==> config.mk <==
export PLATFORM = sky130hd
export DESIGN_NAME = ita_recip_divider
export DESIGN_NICKNAME = d
export VERILOG_FILES = /design/src/rtl/ita_recip_divider.sv
export SDC_FILE = /design/constraint.sdc
export NUM_CORES = 1
export LEC_CHECK = 0
export ABC_AREA = 1
export BUFFER_PORTS_ARGS = -buffer_cell sky130_fd_sc_hd__buf_2
export CELL_PAD_IN_SITES_DETAIL_PLACEMENT = 0
export CELL_PAD_IN_SITES_GLOBAL_PLACEMENT = 1
export CORE_ASPECT_RATIO = 1.2
export CORE_UTILIZATION = 47
export CTS_BUF_LIST = sky130_fd_sc_hd__clkbuf_8
export CTS_CLUSTER_SIZE = 28
export DETAILED_ROUTE_END_ITERATION = 10
export GPL_ROUTABILITY_DRIVEN = 0
export PLACE_DENSITY = 0.8
export REMOVE_ABC_BUFFERS = 1
export SLEW_MARGIN = 0
export SYNTH_ARGS = -nofsm -noshare
export SYNTH_HDL_FRONTEND = slang
export SYNTH_SLANG_ARGS = --single-unit
export TNS_END_PERCENT = 30
==> constraint.sdc <==
create_clock -name clk_i -period 4.34 [get_ports clk_i]
set_clock_uncertainty 0.05 [all_clocks]
set_input_delay 0.651 -clock clk_i [delete_from_list [all_inputs] [get_ports clk_i]]
set_output_delay 0.651 -clock clk_i [all_outputs]
set_load 0.005 [all_outputs]
==> src/rtl/ita_recip_divider.sv <==
// Bank of independent iterative dividers computing floor(2^DivShift / divisor) per lane.
// Define ITA_DIV_RADIX4_EN to retire two quotient bits per cycle instead of one.
module ita_recip_divider #(
    parameter int unsigned NumDiv   = 4,
    parameter int unsigned AccWidth = 32,
    parameter int unsigned OutWidth = 24,
    parameter int unsigned DivShift = 24
) (
    input  logic                               clk_i,
    input  logic                               rst_ni,
    input  logic [AccWidth-1:0]                div_inp_i,
    input  logic [NumDiv-1:0]                  div_valid_i,
    output logic [NumDiv-1:0]                  div_ready_o,
    output logic [NumDiv-1:0]                  div_valid_o,
    input  logic [NumDiv-1:0]                  div_ready_i,
    output logic [NumDiv-1:0][OutWidth-1:0]    div_oup_o,
    output logic                               idle_o
);

    localparam int unsigned NB = DivShift + 1;
`ifdef ITA_DIV_RADIX4_EN
    localparam int unsigned BitsPerIter = 2;
`else
    localparam int unsigned BitsPerIter = 1;
`endif
    localparam int unsigned Iters = (NB + BitsPerIter - 1) / BitsPerIter;
    localparam int unsigned CntW  = $clog2(Iters + 1);
    localparam int unsigned RemW  = AccWidth + 1;
    localparam int unsigned QW    = (NB > OutWidth) ? NB : OutWidth + 1;

    typedef enum logic [1:0] {
        Idle,
        Busy,
        Done
    } state_e;

    // The numerator is a single one at bit DivShift; any pad bit above NB-1 reads as zero.
    function automatic logic num_bit(input logic [31:0] idx);
        return idx == 32'(DivShift);
    endfunction

    // One restoring step: returns {new remainder, quotient bit}.
    function automatic logic [RemW:0] cond_sub(input logic [RemW-1:0]     rem,
                                               input logic [AccWidth-1:0] dvs,
                                               input logic                nbit);
        logic [RemW-1:0] sh;
        sh = {rem[AccWidth-1:0], nbit};
        if (sh >= {1'b0, dvs}) begin
            return {sh - {1'b0, dvs}, 1'b1};
        end
        return {sh, 1'b0};
    endfunction

    logic [NumDiv-1:0] lane_idle;

    for (genvar l = 0; l < NumDiv; l++) begin : g_lane
        state_e                 state_q, state_d;
        logic [CntW-1:0]        cnt_q, cnt_d;
        logic [AccWidth-1:0]    dvs_q, dvs_d;
        logic [RemW-1:0]        rem_q, rem_d;
        logic [NB-1:0]          quo_q, quo_d;
        logic [31:0]            hi_idx;
        logic [RemW:0]          st1;
        logic [RemW-1:0]        rem_nxt;
        logic [BitsPerIter-1:0] qbits;
        logic [QW-1:0]          quo_ext;
        logic                   sat;

        // Counter value c selects numerator bits BitsPerIter*c-1 downward.
        assign hi_idx = BitsPerIter * 32'(cnt_q) - 32'd1;
        assign st1    = cond_sub(rem_q, dvs_q, num_bit(hi_idx));
`ifdef ITA_DIV_RADIX4_EN
        logic [RemW:0] st2;
        assign st2     = cond_sub(st1[RemW:1], dvs_q, num_bit(hi_idx - 32'd1));
        assign rem_nxt = st2[RemW:1];
        assign qbits   = {st1[0], st2[0]};
`else
        assign rem_nxt = st1[RemW:1];
        assign qbits   = st1[0];
`endif

        always_comb begin
            state_d = state_q;
            cnt_d   = cnt_q;
            dvs_d   = dvs_q;
            rem_d   = rem_q;
            quo_d   = quo_q;
            unique case (state_q)
                Idle: begin
                    if (div_valid_i[l]) begin
                        dvs_d   = div_inp_i;
                        rem_d   = '0;
                        quo_d   = '0;
                        cnt_d   = CntW'(Iters);
                        state_d = (div_inp_i == '0) ? Done : Busy;
                    end
                end
                Busy: begin
                    rem_d = rem_nxt;
                    quo_d = {quo_q[NB-BitsPerIter-1:0], qbits};
                    cnt_d = cnt_q - CntW'(1);
                    if (cnt_q == CntW'(1)) begin
                        state_d = Done;
                    end
                end
                Done: begin
                    if (div_ready_i[l]) begin
                        state_d = Idle;
                    end
                end
                default: state_d = Idle;
            endcase
        end

        always_ff @(posedge clk_i or negedge rst_ni) begin
            if (!rst_ni) begin
                state_q <= Idle;
                cnt_q   <= '0;
            end else begin
                state_q <= state_d;
                cnt_q   <= cnt_d;
            end
        end

        // Datapath registers carry no reset; outputs are gated by the lane state.
        always_ff @(posedge clk_i) begin
            dvs_q <= dvs_d;
            rem_q <= rem_d;
            quo_q <= quo_d;
        end

        assign quo_ext        = QW'(quo_q);
        assign sat            = (dvs_q == '0) || (quo_ext >= (QW'(1) << OutWidth));
        assign div_ready_o[l] = (state_q == Idle);
        assign div_valid_o[l] = (state_q == Done);
        assign lane_idle[l]   = (state_q == Idle);
        assign div_oup_o[l]   = (state_q != Done) ? '0 :
                                sat               ? '1 : quo_ext[OutWidth-1:0];
    end

    assign idle_o = &lane_idle;

endmodule

==> impl_metrics.yaml <==
floorplan:
  coreArea_um2: 59800
  io_pins: 147
  die-area_um2: 61700
  die_h_um: 272
  start_util_pct: 47.7
  die_w_um: 227
  rows: 98
routing:
  viasPerCell: 4.86
  antenna_left: 0
  drc: 0
  drtIter0Drc: 1623
  first_pass_iters: 8
  num_vias: 24700
  routedWlPerCell_um: 16.6
  drt-total-wl_mm: 84.3
pwr:
  p_clk_share_pct: 13.7
  intPower_mw: 13.0
  comb_power_share_pct: 59.4
  p_switching_mw: 12.6
  power_mw: 25.6
  leakage_nw: 17.3
  power.density_nw_per_um2: 816
  pwr-share-seq_pct: 26.9
  p_sw_share_pct: 49.3
  vdd_drop_max_mv: 0.434
clock_tree:
  cts_resized: 0
  cts_buffers: 69
  clock-sinks: 384
  path_clk_slew_ns: 0.06
  htreeDepth: 3
  cts_hold_buf: 0
  cts_root_buf: "clkbuf_8"
  insertion_delay_ns: 0.65
  postCtsSetupBuffers: 0
  clock_path_buffers: 3
  cts_tree: "built"
critical_path:
  arrival_ns: 3.14
  end_kind: "primary output"
  critPathRequiredTime_ns: 3.64
  startpoint_type: "flop"
  critical_path_class: "flop to primary output"
  critPathMaxFanout: 24
run:
  drv_cap: 0
global_route:
  globalRouteMet2Util_pct: 47.2
  grt_overflow_total: 0
  use_met3_pct: 4.97
  antenna_found_initial: 7
  grt_max_degree: 47
  grt_pass1_vias: 24500
  groute.usage.overall_pct: 27.9
  grt_util_met1_pct: 34.2
  grt_pass1_wl_mm: 132
  grt-busiest-layer: "met2"
layout:
  layout_common_cells: "nand2_1 (1,283), inv_1 (911), nor2_1 (535)"
  stdcell_count: 5075
  finish.utilization_pct: 52.5
  synthToLayoutAreaGrowth_pct: 10.2
  fin_nets: 4405
  final_common_cell: "nand2_1"
  drive_gt1_share_pct: 8.92
place:
  dpl.hpwl_mm: 63.2
  io_buffers: 146
  placed_cells: 4948
timing:
  grt_setup_unrepaired: "false"
  tightest_slew_ns: 1.06
  finalHoldViolCount: 0
  finalHoldWorstSlack_ns: 0.0648
  maxSlewHeadroom_pct: 29.3
  fin_setup_tns_ns: 0
  drv_slew: 0
  setup_viol: 0
  fmaxAchievable_mhz: 260
  fin_crit_ns: 3.84
  min_period_over_period_pct: 88.6
synthesis:
  ys_ff_latch: 384
  ys.flop_type: "edfxtp_1"
  ys_warn_count: 0
  synth-seq-area-share_pct: 39.9
  yosysTopAreaCellShare_pct: 37.5
  syn_area_per_cell_um2: 7.03
  synth.largest_area_cell: "edfxtp_1"
  postSynth.asyncResetShare_pct: 7.29
  synthTopCellsByArea: "edfxtp_1 (37%), nand2_1 (17%), inv_1 (12%)"
  ys_types: 41
  synth_area_um2: 28500
  synth-edff-count: 356
  syn-instance-count: 4057
hold_path:
  hp-class: "input port to asynchronous set/reset pin"
run_status:
  status: "completed"
-- layout make-up --
type / count / area, um^2
fill: 6303 / 28400
multi-input combinational: 2694 / 13300
sequential: 384 / 11400
inverter: 905 / 3410
clock buffer: 73 / 1000
tap: 800 / 1000
timing repair buffer: 165 / 898
clock inverter: 50 / 372
antenna: 4 / 10.0
-- flip-flops by register name, indices dropped and copies added, names as in the netlist --
register        flops
g_lane.cnt_q       20
g_lane.quo_ext    100
g_lane.rem_q      128
g_lane.state_q      8
g_lane.dvs_q      128
-- logic make-up after synthesis --
logic type / synth area share (%)
XOR/XNOR: 2.15
adder cells (fa/ha/maj): 6.42
AO/OA/AOI/OAI: 2.93
buffers and inverters: 13.5
AND/OR/NAND/NOR: 35.0
flip-flops: 39.9
-- synth_stat cells, types with 12 or more instances --
library cell  number
a21oi_1           83
and2_1            33
buf_6             17
clkbuf_1          33
dfrtp_1           28
edfxtp_1         356
ha_1             140
inv_1            892
nand2_1         1284
nand2_2           20
nand3_1          202
nand3_2           15
nand3b_1          90
nand4_1           44
nor2_1           541
nor2_2            38
nor3_1            17
nor4_1            20
o21ai_0           45
xnor2_1           12
xor2_1            58
-- critical path: stages, from the launching register on --
cell      delay (ns)
edfxtp_1        0.40
nor4_1          0.67
nand3_1         0.14
nor3_1          0.32
nand2_1         0.52
nand3_1         0.23
nand2_1         0.07
inv_1           0.05
buf_2           0.10
-- worst paths after layout --
path	from	endpoint	slack, ns	depth (start not counted)
worst min-delay path	rst_ni	g_lane[3].cnt_q[3]	0.06	1
worst max-delay path	g_lane[1].dvs_q[18]	div_oup_o[31]	0.50	8
max in group asynchronous	rst_ni	g_lane[2].state_q[0]	3.65	1
worst min register to register	g_lane[2].cnt_q[3]	g_lane[2].cnt_q[3]	0.45	2
worst max register to register	g_lane[1].cnt_q[0]	g_lane[1].rem_q[31]	1.13	18
min in group clk_i	div_ready_i[0]	g_lane[0].state_q[1]	0.22	4
-- per-stage QoR --
stage	setup WS, ns	instance area, um^2
final	0.496	31400
after detailed placement	1.12	30000
after floorplan	0.0825	28100
after global routing	0.272	31400
after CTS	0.444	31400
after global placement	1.16	30000
-- power by group through the flow --
stage / clock [mW] / combinational (mW) / sequential, mW
floorplan: 0 / 11.1 / 6.79
global placement: 0 / 15.2 / 6.94
detailed placement: 0 / 15.2 / 6.95
CTS: 3.60 / 15.3 / 6.90
global route: 3.75 / 17.4 / 7.06
finish: 3.51 / 15.2 / 6.90
-- per-layer routing --
layer  routed length (um)  share of wire, %
met5                   67             0.080
met3                 5100               6.1
met2                39700                47
met1                35600                42
met4                 3840               4.6
(Power assumes the default switching activity.)
